### src/rtl/z80fi_insn_tracker_if.sv
// Core-side strobes and live registers, plus the retirement packet
// sent to the z80fi_insn_spec_* checkers, grouped as one bundle.
interface z80fi_insn_tracker_if #(
    parameter int MAX_LEN     = 4,
    parameter int ORDER_WIDTH = 32
);
    logic                   insn_start;
    logic                   fetch_valid;
    logic [7:0]             fetch_byte;
    logic                   insn_done;
    logic [15:0]            reg_ip;
    logic [7:0]             reg_a;
    logic [7:0]             reg_f;
    logic [7:0]             reg_r;
    logic                   reg_iff2;

    logic                   z80fi_valid;
    logic [ORDER_WIDTH-1:0] z80fi_order;
    logic [8*MAX_LEN-1:0]   z80fi_insn;
    logic [2:0]             z80fi_insn_len;
    logic [15:0]            z80fi_reg_ip_in;
    logic [7:0]             z80fi_reg_a_in;
    logic [7:0]             z80fi_reg_f_in;
    logic [7:0]             z80fi_reg_r_in;
    logic                   z80fi_reg_iff2_in;
    logic [15:0]            z80fi_reg_ip_out;
    logic [7:0]             z80fi_reg_a_out;
    logic [7:0]             z80fi_reg_f_out;
    logic [7:0]             z80fi_reg_r_out;
    logic                   z80fi_reg_iff2_out;
    logic                   z80fi_error;

    // The core (or a bench standing in for it) drives the strobes and registers
    modport master (
        output insn_start, fetch_valid, fetch_byte, insn_done,
               reg_ip, reg_a, reg_f, reg_r, reg_iff2,
        input  z80fi_valid, z80fi_order, z80fi_insn, z80fi_insn_len,
               z80fi_reg_ip_in, z80fi_reg_a_in, z80fi_reg_f_in,
               z80fi_reg_r_in, z80fi_reg_iff2_in,
               z80fi_reg_ip_out, z80fi_reg_a_out, z80fi_reg_f_out,
               z80fi_reg_r_out, z80fi_reg_iff2_out, z80fi_error
    );

    // The tracker observes the core and produces the packet
    modport slave (
        input  insn_start, fetch_valid, fetch_byte, insn_done,
               reg_ip, reg_a, reg_f, reg_r, reg_iff2,
        output z80fi_valid, z80fi_order, z80fi_insn, z80fi_insn_len,
               z80fi_reg_ip_in, z80fi_reg_a_in, z80fi_reg_f_in,
               z80fi_reg_r_in, z80fi_reg_iff2_in,
               z80fi_reg_ip_out, z80fi_reg_a_out, z80fi_reg_f_out,
               z80fi_reg_r_out, z80fi_reg_iff2_out, z80fi_error
    );
endinterface

### src/rtl/z80fi_insn_tracker.sv
// z80fi instruction tracker: gathers the opcode bytes of each instruction,
// snapshots registers at start and end, and emits one retirement packet
// per instruction, one cycle after insn_done.
module z80fi_insn_tracker #(
    parameter int MAX_LEN     = 4,
    parameter int ORDER_WIDTH = 32
) (
    input  logic                 clk,
    input  logic                 reset,
    z80fi_insn_tracker_if.slave  bus
);
    localparam logic [2:0] MAX_COUNT = 3'(MAX_LEN);

    typedef enum logic {
        IDLE    = 1'b0,
        COLLECT = 1'b1
    } state_t;

    state_t                 state_q, state_d;
    logic [8*MAX_LEN-1:0]   buf_q, buf_d, retire_buf;
    logic [2:0]             count_q, count_d, retire_len;
    logic                   retire;
    logic                   err_set;
    logic [ORDER_WIDTH-1:0] order_q;

    logic [15:0]            ip_in_q;
    logic [7:0]             a_in_q;
    logic [7:0]             f_in_q;
    logic [7:0]             r_in_q;
    logic                   iff2_in_q;

    // Next-state, byte buffer update and retire/error decisions.
    // A byte fetched together with insn_start is the first byte of the new
    // instruction, so it never lands in a packet that retires that cycle.
    always_comb begin
        state_d    = state_q;
        buf_d      = buf_q;
        count_d    = count_q;
        retire     = 1'b0;
        err_set    = 1'b0;
        retire_buf = buf_q;
        retire_len = count_q;

        if (bus.fetch_valid && !bus.insn_start) begin
            if (state_q == IDLE) begin
                err_set = 1'b1;
            end else if (count_q == MAX_COUNT) begin
                err_set = 1'b1;
            end else begin
                for (int i = 0; i < MAX_LEN; i++) begin
                    if (count_q == 3'(i)) begin
                        buf_d[8*i +: 8] = bus.fetch_byte;
                    end
                end
                count_d = count_q + 3'd1;
            end
        end

        if (bus.insn_done) begin
            if (state_q == COLLECT && count_d != 3'd0) begin
                retire = 1'b1;
            end else begin
                err_set = 1'b1;
            end
            retire_buf = buf_d;
            retire_len = count_d;
            state_d    = IDLE;
        end

        if (bus.insn_start) begin
            if (state_q == COLLECT && !bus.insn_done) begin
                err_set = 1'b1;
            end
            state_d = COLLECT;
            buf_d   = '0;
            count_d = 3'd0;
            if (bus.fetch_valid) begin
                buf_d[7:0] = bus.fetch_byte;
                count_d    = 3'd1;
            end
        end
    end

    // State, buffer, shadow registers, sticky error and the registered packet
    always_ff @(posedge clk) begin
        if (reset) begin
            state_q                <= IDLE;
            buf_q                  <= '0;
            count_q                <= 3'd0;
            order_q                <= '0;
            ip_in_q                <= 16'd0;
            a_in_q                 <= 8'd0;
            f_in_q                 <= 8'd0;
            r_in_q                 <= 8'd0;
            iff2_in_q              <= 1'b0;
            bus.z80fi_valid        <= 1'b0;
            bus.z80fi_order        <= '0;
            bus.z80fi_insn         <= '0;
            bus.z80fi_insn_len     <= 3'd0;
            bus.z80fi_reg_ip_in    <= 16'd0;
            bus.z80fi_reg_a_in     <= 8'd0;
            bus.z80fi_reg_f_in     <= 8'd0;
            bus.z80fi_reg_r_in     <= 8'd0;
            bus.z80fi_reg_iff2_in  <= 1'b0;
            bus.z80fi_reg_ip_out   <= 16'd0;
            bus.z80fi_reg_a_out    <= 8'd0;
            bus.z80fi_reg_f_out    <= 8'd0;
            bus.z80fi_reg_r_out    <= 8'd0;
            bus.z80fi_reg_iff2_out <= 1'b0;
            bus.z80fi_error        <= 1'b0;
        end else begin
            state_q         <= state_d;
            buf_q           <= buf_d;
            count_q         <= count_d;
            bus.z80fi_valid <= retire;

            if (err_set) begin
                bus.z80fi_error <= 1'b1;
            end

            if (bus.insn_start) begin
                ip_in_q   <= bus.reg_ip;
                a_in_q    <= bus.reg_a;
                f_in_q    <= bus.reg_f;
                r_in_q    <= bus.reg_r;
                iff2_in_q <= bus.reg_iff2;
            end

            if (retire) begin
                order_q                <= order_q + 1'b1;
                bus.z80fi_order        <= order_q;
                bus.z80fi_insn         <= retire_buf;
                bus.z80fi_insn_len     <= retire_len;
                bus.z80fi_reg_ip_in    <= ip_in_q;
                bus.z80fi_reg_a_in     <= a_in_q;
                bus.z80fi_reg_f_in     <= f_in_q;
                bus.z80fi_reg_r_in     <= r_in_q;
                bus.z80fi_reg_iff2_in  <= iff2_in_q;
                bus.z80fi_reg_ip_out   <= bus.reg_ip;
                bus.z80fi_reg_a_out    <= bus.reg_a;
                bus.z80fi_reg_f_out    <= bus.reg_f;
                bus.z80fi_reg_r_out    <= bus.reg_r;
                bus.z80fi_reg_iff2_out <= bus.reg_iff2;
            end
        end
    end
endmodule

### src/flat_wrapper.sv
// flat-port wrapper written by rule: the top's interface ports become plain ports
module z80fi_insn_tracker_flat 
#(
    parameter int MAX_LEN     = 4,
    parameter int ORDER_WIDTH = 32
)
  (clk, reset, bus_insn_start, bus_fetch_valid, bus_fetch_byte, bus_insn_done, bus_reg_ip, bus_reg_a, bus_reg_f, bus_reg_r, bus_reg_iff2, bus_z80fi_valid, bus_z80fi_order, bus_z80fi_insn, bus_z80fi_insn_len, bus_z80fi_reg_ip_in, bus_z80fi_reg_a_in, bus_z80fi_reg_f_in, bus_z80fi_reg_r_in, bus_z80fi_reg_iff2_in, bus_z80fi_reg_ip_out, bus_z80fi_reg_a_out, bus_z80fi_reg_f_out, bus_z80fi_reg_r_out, bus_z80fi_reg_iff2_out, bus_z80fi_error);
  z80fi_insn_tracker_if #(.MAX_LEN(MAX_LEN), .ORDER_WIDTH(ORDER_WIDTH)) bus_i ();
  input  logic clk;
  input  logic reset;
  input wire logic [$bits(bus_i.insn_start)-1:0] bus_insn_start;
  input wire logic [$bits(bus_i.fetch_valid)-1:0] bus_fetch_valid;
  input wire logic [$bits(bus_i.fetch_byte)-1:0] bus_fetch_byte;
  input wire logic [$bits(bus_i.insn_done)-1:0] bus_insn_done;
  input wire logic [$bits(bus_i.reg_ip)-1:0] bus_reg_ip;
  input wire logic [$bits(bus_i.reg_a)-1:0] bus_reg_a;
  input wire logic [$bits(bus_i.reg_f)-1:0] bus_reg_f;
  input wire logic [$bits(bus_i.reg_r)-1:0] bus_reg_r;
  input wire logic [$bits(bus_i.reg_iff2)-1:0] bus_reg_iff2;
  output wire logic [$bits(bus_i.z80fi_valid)-1:0] bus_z80fi_valid;
  output wire logic [$bits(bus_i.z80fi_order)-1:0] bus_z80fi_order;
  output wire logic [$bits(bus_i.z80fi_insn)-1:0] bus_z80fi_insn;
  output wire logic [$bits(bus_i.z80fi_insn_len)-1:0] bus_z80fi_insn_len;
  output wire logic [$bits(bus_i.z80fi_reg_ip_in)-1:0] bus_z80fi_reg_ip_in;
  output wire logic [$bits(bus_i.z80fi_reg_a_in)-1:0] bus_z80fi_reg_a_in;
  output wire logic [$bits(bus_i.z80fi_reg_f_in)-1:0] bus_z80fi_reg_f_in;
  output wire logic [$bits(bus_i.z80fi_reg_r_in)-1:0] bus_z80fi_reg_r_in;
  output wire logic [$bits(bus_i.z80fi_reg_iff2_in)-1:0] bus_z80fi_reg_iff2_in;
  output wire logic [$bits(bus_i.z80fi_reg_ip_out)-1:0] bus_z80fi_reg_ip_out;
  output wire logic [$bits(bus_i.z80fi_reg_a_out)-1:0] bus_z80fi_reg_a_out;
  output wire logic [$bits(bus_i.z80fi_reg_f_out)-1:0] bus_z80fi_reg_f_out;
  output wire logic [$bits(bus_i.z80fi_reg_r_out)-1:0] bus_z80fi_reg_r_out;
  output wire logic [$bits(bus_i.z80fi_reg_iff2_out)-1:0] bus_z80fi_reg_iff2_out;
  output wire logic [$bits(bus_i.z80fi_error)-1:0] bus_z80fi_error;
  assign bus_i.insn_start = bus_insn_start;
  assign bus_i.fetch_valid = bus_fetch_valid;
  assign bus_i.fetch_byte = bus_fetch_byte;
  assign bus_i.insn_done = bus_insn_done;
  assign bus_i.reg_ip = bus_reg_ip;
  assign bus_i.reg_a = bus_reg_a;
  assign bus_i.reg_f = bus_reg_f;
  assign bus_i.reg_r = bus_reg_r;
  assign bus_i.reg_iff2 = bus_reg_iff2;
  assign bus_z80fi_valid = bus_i.z80fi_valid;
  assign bus_z80fi_order = bus_i.z80fi_order;
  assign bus_z80fi_insn = bus_i.z80fi_insn;
  assign bus_z80fi_insn_len = bus_i.z80fi_insn_len;
  assign bus_z80fi_reg_ip_in = bus_i.z80fi_reg_ip_in;
  assign bus_z80fi_reg_a_in = bus_i.z80fi_reg_a_in;
  assign bus_z80fi_reg_f_in = bus_i.z80fi_reg_f_in;
  assign bus_z80fi_reg_r_in = bus_i.z80fi_reg_r_in;
  assign bus_z80fi_reg_iff2_in = bus_i.z80fi_reg_iff2_in;
  assign bus_z80fi_reg_ip_out = bus_i.z80fi_reg_ip_out;
  assign bus_z80fi_reg_a_out = bus_i.z80fi_reg_a_out;
  assign bus_z80fi_reg_f_out = bus_i.z80fi_reg_f_out;
  assign bus_z80fi_reg_r_out = bus_i.z80fi_reg_r_out;
  assign bus_z80fi_reg_iff2_out = bus_i.z80fi_reg_iff2_out;
  assign bus_z80fi_error = bus_i.z80fi_error;
  z80fi_insn_tracker #(.MAX_LEN(MAX_LEN), .ORDER_WIDTH(ORDER_WIDTH)) u_core (.clk(clk), .reset(reset), .bus(bus_i));
endmodule
### config.mk
export PLATFORM = sky130hd
export DESIGN_NAME = z80fi_insn_tracker_flat
export DESIGN_NICKNAME = d
export VERILOG_FILES = /design/src/rtl/z80fi_insn_tracker_if.sv /design/src/rtl/z80fi_insn_tracker.sv /design/src/flat_wrapper.sv
export SDC_FILE = /design/constraint.sdc
export NUM_CORES = 1
export LEC_CHECK = 0
export CORE_ASPECT_RATIO = 0.9
export CORE_MARGIN = 2
export CORE_UTILIZATION = 35
export DETAILED_ROUTE_END_ITERATION = 16
export SLEW_MARGIN = 0
export SYNTH_ARGS = -nofsm -noshare
export SYNTH_HDL_FRONTEND = slang
export SYNTH_SLANG_ARGS = --single-unit
### constraint.sdc
create_clock -name clk -period 3 [get_ports clk]
set_clock_uncertainty 0.15 [all_clocks]
set_input_delay 0.75 -clock clk [delete_from_list [all_inputs] [get_ports clk]]
set_output_delay 0.75 -clock clk [all_outputs]
set_load 0.01 [all_outputs]
; ---- Yosys cells after proc, flatten, opt, wreduce, memory -nomap -nowiden
; Cells that the tools add are included.
[word_totals]
register_bits = 260
in_bits = 54
out_inout_bits = 151
elab_cells = 67
[op_classes]
addsub = 2
eq_ne = 4
muxes = 27
reduce_logical = 9
[ops]
columns = cell, count
row1 = 32-bit 2-to-1 mux, 4
row2 = 8-bit 2-to-1 mux, 6
row3 = 32-bit by 1-bit adder with 32-bit output (second input constant), 1
row4 = 3-bit 2-to-1 mux, 5
row5 = 1-bit 2-to-1 mux, 12
row6 = 3-bit by 2-bit equality test with 1-bit output (second input constant), 2
row7 = 3-bit by 1-bit adder with 3-bit output (second input constant), 1
row8 = 3-bit by 1-bit equality test with 1-bit output (second input constant), 1
row9 = 3-bit equality test (second input constant), 1
row10 = 1-bit logical AND, 3
row11 = 3-bit zero test, 1
row12 = 3-bit nonzero test, 1
row13 = 1-bit zero test, 2
row14 = 2-bit nonzero test, 1
row15 = 2-bit OR reduction, 1

; ---- Logic depth before layout (Yosys ltp)
; Gate-level depths: netlist of run 1.
[logic_depth]
word_depth = 10
ltp_mapped = 10
mapped_depth_nobuf = 7

; ---- Worst setup path after synthesis of run 1
; Ideal clock, no wire load.
[synth_path]
kind = in2reg
start = in bus_insn_start
end = reg u_core.order_q[18]
setup_ns = 0.132
arrival_ns = 2.113
t_required_ns = 2.718
slack_ns = 0.605
cell_stages = 7
n_path_buf = 2
path_cell_list = nand3b_1 nor4_2 a211oi_2 buf_2 buf_2 o41ai_1 a21oi_1
[synth_via]
elab_chain_len = 7
[synth_rtl]
columns = element, line_no
row1 = from (decl), flat_wrapper.sv:11  ; input wire logic [$bits(bus_i.insn_start)-1:0] bus_insn_start;
row2 = 1-bit zero test, z80fi_insn_tracker.sv:44  ; if (bus.fetch_valid && !bus.insn_start) begin
row3 = 1-bit logical AND, z80fi_insn_tracker.sv:44
row4 = 3-bit 2-to-1 mux, z80fi_insn_tracker.sv:44
row5 = 3-bit nonzero test, z80fi_insn_tracker.sv:60  ; if (state_q == COLLECT && count_d != 3'd0) begin
row6 = 1-bit logical AND, z80fi_insn_tracker.sv:60
row7 = 1-bit 2-to-1 mux, z80fi_insn_tracker.sv:60
row8 = 1-bit 2-to-1 mux, z80fi_insn_tracker.sv:59  ; if (bus.insn_done) begin
row9 = to (signal assigned), z80fi_insn_tracker.sv:130  ; order_q <= order_q + 1'b1;
row10 = to (decl), z80fi_insn_tracker.sv:24  ; logic [ORDER_WIDTH-1:0] order_q;
; Every way passes these cells.
; A chain may end at the register's enable or synchronous reset.

; ---- Final worst setup path of run 1
[layout_path]
start = in bus_fetch_valid
end = reg u_core.order_q[28]
[layout_via]
elab_chain_len = 6
[layout_rtl]
columns = element, line_no
row1 = from (decl), flat_wrapper.sv:12  ; input wire logic [$bits(bus_i.fetch_valid)-1:0] bus_fetch_valid;
row2 = 1-bit logical AND, z80fi_insn_tracker.sv:44
row3 = 3-bit 2-to-1 mux, z80fi_insn_tracker.sv:44
row4 = 3-bit nonzero test, z80fi_insn_tracker.sv:60
row5 = 1-bit logical AND, z80fi_insn_tracker.sv:60
row6 = 1-bit 2-to-1 mux, z80fi_insn_tracker.sv:60
row7 = 1-bit 2-to-1 mux, z80fi_insn_tracker.sv:59
; Every way passes these cells.

==> run_results.csv, run 1 <==
group,metric,value,unit
placed_design,port_buffers,204,
drt,num_vias,8145,
clocking,postCtsHoldBufs,0,
drt,drtIter0Drc,491,
global_routing,grt_pass1_wl,40.2,mm
final_layout,final_nets,1361,
setup_path,timing.critical_path.slowest_stage_cell,"clkdlybuf4s50_1",
outcome,status,"completed",
die,initial_core_util,0.359,
synthesis,ys_seq_elements,260,
die,boundaryPins,205,
synthesis,synth_nets,1173,
pwr,p_sw,1610,uW
sta,min_period,2.48,ns
synthesis,synth_top_family_by_area,"simple AND/OR/NAND/NOR gates",
pwr,p_per_area,562,mW/mm^2
drt,viasPerCell,4.86,
synthesis,synth_flop_cell,"dfxtp_1",
synthesis,synth.cell_area,0.00975,mm^2
setup_path,critPathRequiredTime,3.31,ns
clocking,insertion_delay,0.53,ns
global_routing,grt_max_degree,80,
global_routing,overflow,0,
synthesis,synth_mux_area_frac,0.0712,
sta,setup_viol,0,
setup_path,critPathBufInv,3,
final_layout,drive_gt1_frac,0.0704,
global_routing,grt_use_total,0.165,
drt,routed_wirelength,25.0,mm
synthesis,synth_compound_area_frac,0.137,
die,die_w,180,um
sta,hold_viol,0,
pwr,p_seq_frac,0.483,
die,row_count,57,
worst_hold_path,hold_class,"reg2reg",
synthesis,synth-xor-area-share,0.00180,
placed_design,dp_hpwl,16.4,mm
placed_design,routabilityCongestion,0.739,
clocking,cts_root_buffer,"clkbuf_16",
clocking,post_cts_buffers,0,
pwr,netSwitchingFraction,0.218,
pwr,ir_drop,0.488,mV
setup_path,slowest_delay,0.54,ns
synthesis,ys_seq_area_frac,0.534,
synthesis,netlist-cell-type-count,47,
synthesis,syn_inst,1113,
clocking,cts_resized,0,
clocking,clock_path_buffers,3,
setup_path,cp_top_family,"simple AND/OR/NAND/NOR gates",
pwr,combinationalPowerShare,0.059,
pwr,p_leak,0.00469,uW
sta,maxSlewHeadroom,0.451,
die,chipHeight,162,um
setup_path,critPathCaptureType,"flop",
die,design.core.area,0.0272,mm^2
pwr,power,7370,uW
synthesis,async_reset_ff_frac,0,
sta,slew_violations,0,
drt,wl_per_cell,14.9,um
synthesis,synth_adder_area_share,0.00770,
clocking,cts_tree,"done",
clocking,clk_pin_slew_worst_paths,0.06,ns
drt,drtAntennaViolNets,0,
sta,timing.fmax,403,MHz
drt,firstDrtPassIters,4,
synthesis,synth_edf_count,0,
placed_design,pre_cts_slack,-0.0193,ns
clocking,htreeDepth,1,
clocking,numCtsBuffers,28,
sta,rsz0062_at_grt,"false",
drt,drc_errors,0,
setup_path,crit_fanout,33,
die,dieArea,0.0292,mm^2
sta,post-route-worst-setup-slack,0.521,ns
synthesis,syn_area_per_cell,8.76,um^2
global_routing,antenna_found_initial,1,
clocking,cts_num_sinks,260,
setup_path,crit_chain,"clkdlybuf4s50_1 -> nand3b_1 -> nor4_2 -> buf_4 -> a211oi_4 -> buf_12 -> or4b_1 -> a21oi_1",
sta,setup_tns,0,ns
setup_path,cp-start-kind,"input port",
flow_run,drv_cap,0,
pwr,clkPwrFrac,0.459,
sta,tightestPinTransition,0.823,ns
sta,whs,0.297,ns
sta,min_period_over_period,0.826,
setup_path,crit_arrival,2.79,ns
global_routing,grt_pass1_vias,7605,
setup_path,critPathKind,"in2reg",
synthesis,ys_warn_count,0,
pwr,internal-power,5770,uW
synthesis,yosys.area_share.simple,0.207,
final_layout,area_growth_syn_to_layout,34.6,%
==> power groups by stage <==
stage	clock network (uW)	registers [uW]	logic [uW]
final	3380	3560	432
after floorplan	0	3640	208
after detailed placement	0	3630	437
after CTS	3480	3560	439
after global routing	3600	3570	474
after global placement	0	3630	435
==> tightest hold or removal path: cells and delay by family (launching register included) <==
| kind | cells | cell delay (ns) |
|---|---|---|
| compound gates | 1 | 0.05 |
| flops | 1 | 0.30 |
| simple gates | 1 | 0.05 |
==> cell families after synthesis <==
kind of cell	count (synthesis)
AOI/OAI and AO/OA	225
xor gates and xnor gates	2
adders and majority gates	6
buffers and inverters	87
DFF	260
muxes	69
and+or+nand+nor	464
==> sequential cells by signal, summed over array words and instances (netlist names), 3 cells and up <==
| signal | flops |
|---|---|
| u_core.bus.z80fi_insn_len | 3 |
| u_core.bus.z80fi_reg_ip_in | 16 |
| u_core.a_in_q | 8 |
| u_core.bus.z80fi_reg_r_out | 8 |
| u_core.bus.z80fi_reg_f_out | 8 |
| u_core.count_q | 3 |
| u_core.bus.z80fi_reg_a_in | 8 |
| u_core.bus.z80fi_reg_f_in | 8 |
| u_core.bus.z80fi_reg_ip_out | 16 |
| u_core.bus.z80fi_reg_r_in | 8 |
| u_core.bus.z80fi_order | 32 |
| u_core.r_in_q | 8 |
| u_core.order_q | 32 |
| u_core.f_in_q | 8 |
| u_core.ip_in_q | 16 |
| u_core.buf_q | 32 |
| u_core.bus.z80fi_insn | 32 |
| u_core.bus.z80fi_reg_a_out | 8 |
==> synth_stat cells (3+ instances only) <==
cell type / count / share of area
a311oi_1: 8 / 0.0072
and4_1: 3 / 0.0027
buf_4: 12 / 0.0092
a21oi_1: 145 / 0.074
o31ai_1: 11 / 0.0085
or3_1: 5 / 0.0032
nand3_1: 24 / 0.012
buf_2: 29 / 0.015
and2_1: 3 / 0.0019
mux2_2: 3 / 0.0035
ha_1: 6 / 0.0077
o41ai_1: 6 / 0.0054
or4b_1: 4 / 0.0041
a22o_1: 8 / 0.0072
o21ai_0: 12 / 0.0062
inv_1: 7 / 0.0027
clkbuf_1: 37 / 0.014
nor2b_1: 7 / 0.0045
mux2i_1: 66 / 0.068
nor2_1: 116 / 0.045
nor3_1: 5 / 0.0026
and3_1: 3 / 0.0019
nand2_1: 258 / 0.099
a211oi_1: 28 / 0.022
nand4_1: 8 / 0.0051
dfxtp_1: 260 / 0.53
or4_1: 13 / 0.010
==> per-layer routing <==
layer | track usage | wire [um]
met5 | 0 | 0
met4 | 0.0469 | 578
met3 | 0.0351 | 1460
met1 | 0.227 | 11900
met2 | 0.262 | 11100
==> cell type report <==
| class | count | area [um^2] |
|---|---|---|
| Clock buffer | 45 | 866 |
| Antenna cell | 1 | 2.50 |
| Sequential cell | 260 | 5200 |
| Timing Repair Buffer | 238 | 2380 |
| Inverter | 7 | 26.3 |
| Fill cell | 2634 | 14000 |
| Clock inverter | 5 | 50.0 |
| Multi-Input combinational cell | 766 | 4160 |
| Tap cell | 354 | 443 |
==> stage by stage <==
stage                     area (um^2)  instances  utilization
final                           13100       1676        0.483
after global routing            13100       1675        0.483
after CTS                       13100       1675        0.483
after detailed placement        12200       1625        0.449
after global placement          12200       1625        0.449
after floorplan                  9750       1113            -
==> cell usage in the layout (no fill, tap or decap), types with 2 or more instances in the layout <==
cell type and count:
xnor2_1 2, a31o_2 2, a21oi_1 145, inv_1 7, nor4_1 2, dfxtp_1 260
clkbuf_1 8, or4b_1 4, or3_1 5, nand3b_1 2, o21ai_0 12, a311oi_1 8
nor3_1 5, nand4b_1 2, clkinv_2 4, nand3_1 24, mux2_2 3, nor2_1 116
o41ai_1 6, or4_1 13, and3_1 3, buf_4 27, clkbuf_16 29, nand2_1 258
buf_12 7, clkbuf_8 8, a211oi_1 28, mux2i_1 66, nor2b_1 7, and4_1 3
and2_1 3, clkdlybuf4s50_1 202, nand4_1 8, ha_1 6, a22o_1 8, o31ai_1 11
==> final timing paths <==
kind	start	endpoint	slack (ns)	depth (start not counted)
max	bus_fetch_valid	u_core.order_q[28]$_SDFFE_PP0P_	0.52	8
min	u_core.a_in_q[7]$_SDFFE_PP0P_	u_core.bus.z80fi_reg_a_in[7]$_SDFFE_PP0P_	0.30	2
max reg2reg	u_core.count_q[0]$_SDFF_PP0_	u_core.bus.z80fi_reg_f_in[6]$_SDFFE_PP0P_	0.52	9
min reg2reg	u_core.a_in_q[7]$_SDFFE_PP0P_	u_core.bus.z80fi_reg_a_in[7]$_SDFFE_PP0P_	0.30	2
No activity file was read; power rests on OpenSTA's default activity.
==> inputs of run 2 (changes only) <==
Clock period 3 ns to 2.1 ns, I/O delays scaled along.
==> run_results.csv, run 2 (same netlist as run 1, synthesis figures left out) <==
group,metric,value,unit
sta,hold_viol,0,
worst_hold_path,hold_class,"reg2reg",
final_layout,stdcell_area,0.0139,mm^2
drt,viasPerCell,4.86,
final_layout,drive_gt1_frac,0.136,
global_routing,grt_max_degree,113,
final_layout,layout_commonest_cell,"dfxtp_1",
setup_path,cp-start-kind,"flop",
placed_design,port_buffers,204,
global_routing,grt_pass1_vias,8163,
clocking,insertion_delay,0.53,ns
clocking,postCtsHoldBufs,0,
drt,firstDrtPassIters,4,
pwr,p_sw,2350,uW
sta,tightestPinTransition,0.802,ns
sta,setup_viol,149,
die,design.core.area,0.0272,mm^2
pwr,p_per_area,768,mW/mm^2
sta,min_period_over_period,1.07,
setup_path,crit_arrival,2.56,ns
pwr,p_leak,0.00536,uW
clocking,clk_pin_slew_worst_paths,0.06,ns
setup_path,crit_fanout,31,
setup_path,timing.critical_path.slowest_stage_cell,"or4_1",
placed_design,routabilityCongestion,0.767,
drt,drtIter0Drc,406,
outcome,status,"finished with violations",
setup_path,critPathKind,"reg2reg",
final_layout,final_cell_mix,"dfxtp_1, nand2_1, clkdlybuf4s50_1",
clocking,cts_root_buffer,"clkbuf_16",
clocking,clock_path_buffers,3,
pwr,p_seq_frac,0.477,
die,boundaryPins,205,
final_layout,antenna_cells,0,
clocking,numCtsBuffers,28,
setup_path,slowest_delay,0.54,ns
setup_path,cp_top_family,"simple AND/OR/NAND/NOR gates",
setup_path,critPathBufInv,1,
clocking,cts_num_sinks,260,
sta,whs,0.294,ns
die,dieArea,0.0292,mm^2
die,die_w,180,um
drt,num_vias,8422,
outcome,violations,"setup timing",
clocking,cts_tree,"done",
sta,maxSlewHeadroom,0.465,
setup_path,crit_chain,"ha_1 -> ha_4 -> o22ai_4 -> a211oi_4 -> buf_12 -> or4_1 -> a21oi_2",
sta,min_period,2.25,ns
die,chipHeight,162,um
sta,slew_violations,0,
die,initial_core_util,0.359,
global_routing,grt_use_total,0.172,
sta,post-route-worst-setup-slack,-0.154,ns
pwr,netSwitchingFraction,0.221,
pwr,ir_drop,0.598,mV
clocking,htreeDepth,1,
pwr,combinationalPowerShare,0.063,
drt,drc_errors,0,
sta,rsz0062_at_grt,"true",
placed_design,dp_hpwl,17.8,mm
placed_design,post_dp_cell_area,0.0128,mm^2
final_layout,area_growth_syn_to_layout,42.2,%
final_layout,final_nets,1421,
drt,routed_wirelength,25.8,mm
pwr,internal-power,8300,uW
drt,drtAntennaViolNets,0,
global_routing,antenna_found_initial,0,
setup_path,critPathRequiredTime,2.41,ns
die,row_count,57,
sta,timing.fmax,444,MHz
global_routing,overflow,0,
drt,wl_per_cell,14.9,um
pwr,clkPwrFrac,0.460,
flow_run,drv_cap,0,
setup_path,critPathCaptureType,"flop",
global_routing,grt_pass1_wl,42.1,mm
sta,setup_tns,-8.94,ns
## run 2: worst reg2reg max path, cell delays in order, from the launching register on
cell,delay [ns]
dfxtp_4,0.36
ha_1,0.23
ha_4,0.23
o22ai_4,0.22
a211oi_4,0.11
buf_12,0.18
or4_1,0.54
a21oi_2,0.16
## run 2: path summary, 6_finish.rpt
kind / startpoint / to / slack, ns / cells past startpoint
setup / recovery: u_core.count_q[0]$_SDFF_PP0_ / u_core.order_q[26]$_SDFFE_PP0P_ / -0.15 / 7
hold / removal: u_core.bus.z80fi_reg_ip_in[15]$_SDFFE_PP0P_ / u_core.bus.z80fi_reg_ip_in[15]$_SDFFE_PP0P_ / 0.29 / 2
setup reg to reg: u_core.count_q[0]$_SDFF_PP0_ / u_core.order_q[26]$_SDFFE_PP0P_ / -0.15 / 7
hold reg to reg: u_core.bus.z80fi_reg_ip_in[15]$_SDFFE_PP0P_ / u_core.bus.z80fi_reg_ip_in[15]$_SDFFE_PP0P_ / 0.29 / 2
## run 2: what timing repair did
item,4_1_cts,5_1_grt
cloned,0,1
setup endpoints to repair,311,279
gates resized for setup,65,27
setup buffers,1,1
pin swaps,23,26
## run 2: layout make-up
class | instances | area, um^2
flip-flops and latches | 260 | 5210
clock inverters | 11 | 136
inverters | 7 | 31.3
fillers | 2589 | 13300
clock buffers | 38 | 779
repair buffers | 298 | 2930
multi-input cells | 766 | 4330
well taps | 354 | 443
## run 2: routing by layer
layer,track usage,part of all wire,vias up
met5,0,0,-
met1,0.227,0.46,3917
met4,0.0399,0.018,0
met3,0.0333,0.051,32
met2,0.291,0.47,165
li1,-,-,4308
## run 2: metrics by stage
step,utilization,total power [uW],instances,setup slack [ns]
finish,0.510,10700,1734,-0.154
floorplan,-,5500,1113,-0.0334
global placement,0.472,5850,1682,-0.782
global route,0.510,11100,1734,-0.280
CTS,0.505,10800,1732,-0.166
detailed placement,0.472,5860,1682,-0.813
## run 2: power by group through the flow
stage	Combinational [uW]	Sequential (uW)	Clock (uW)
global route	727	5090	5250
detailed placement	666	5190	0
global placement	660	5190	0
CTS	662	5080	5050
finish	666	5080	4910
floorplan	302	5200	0
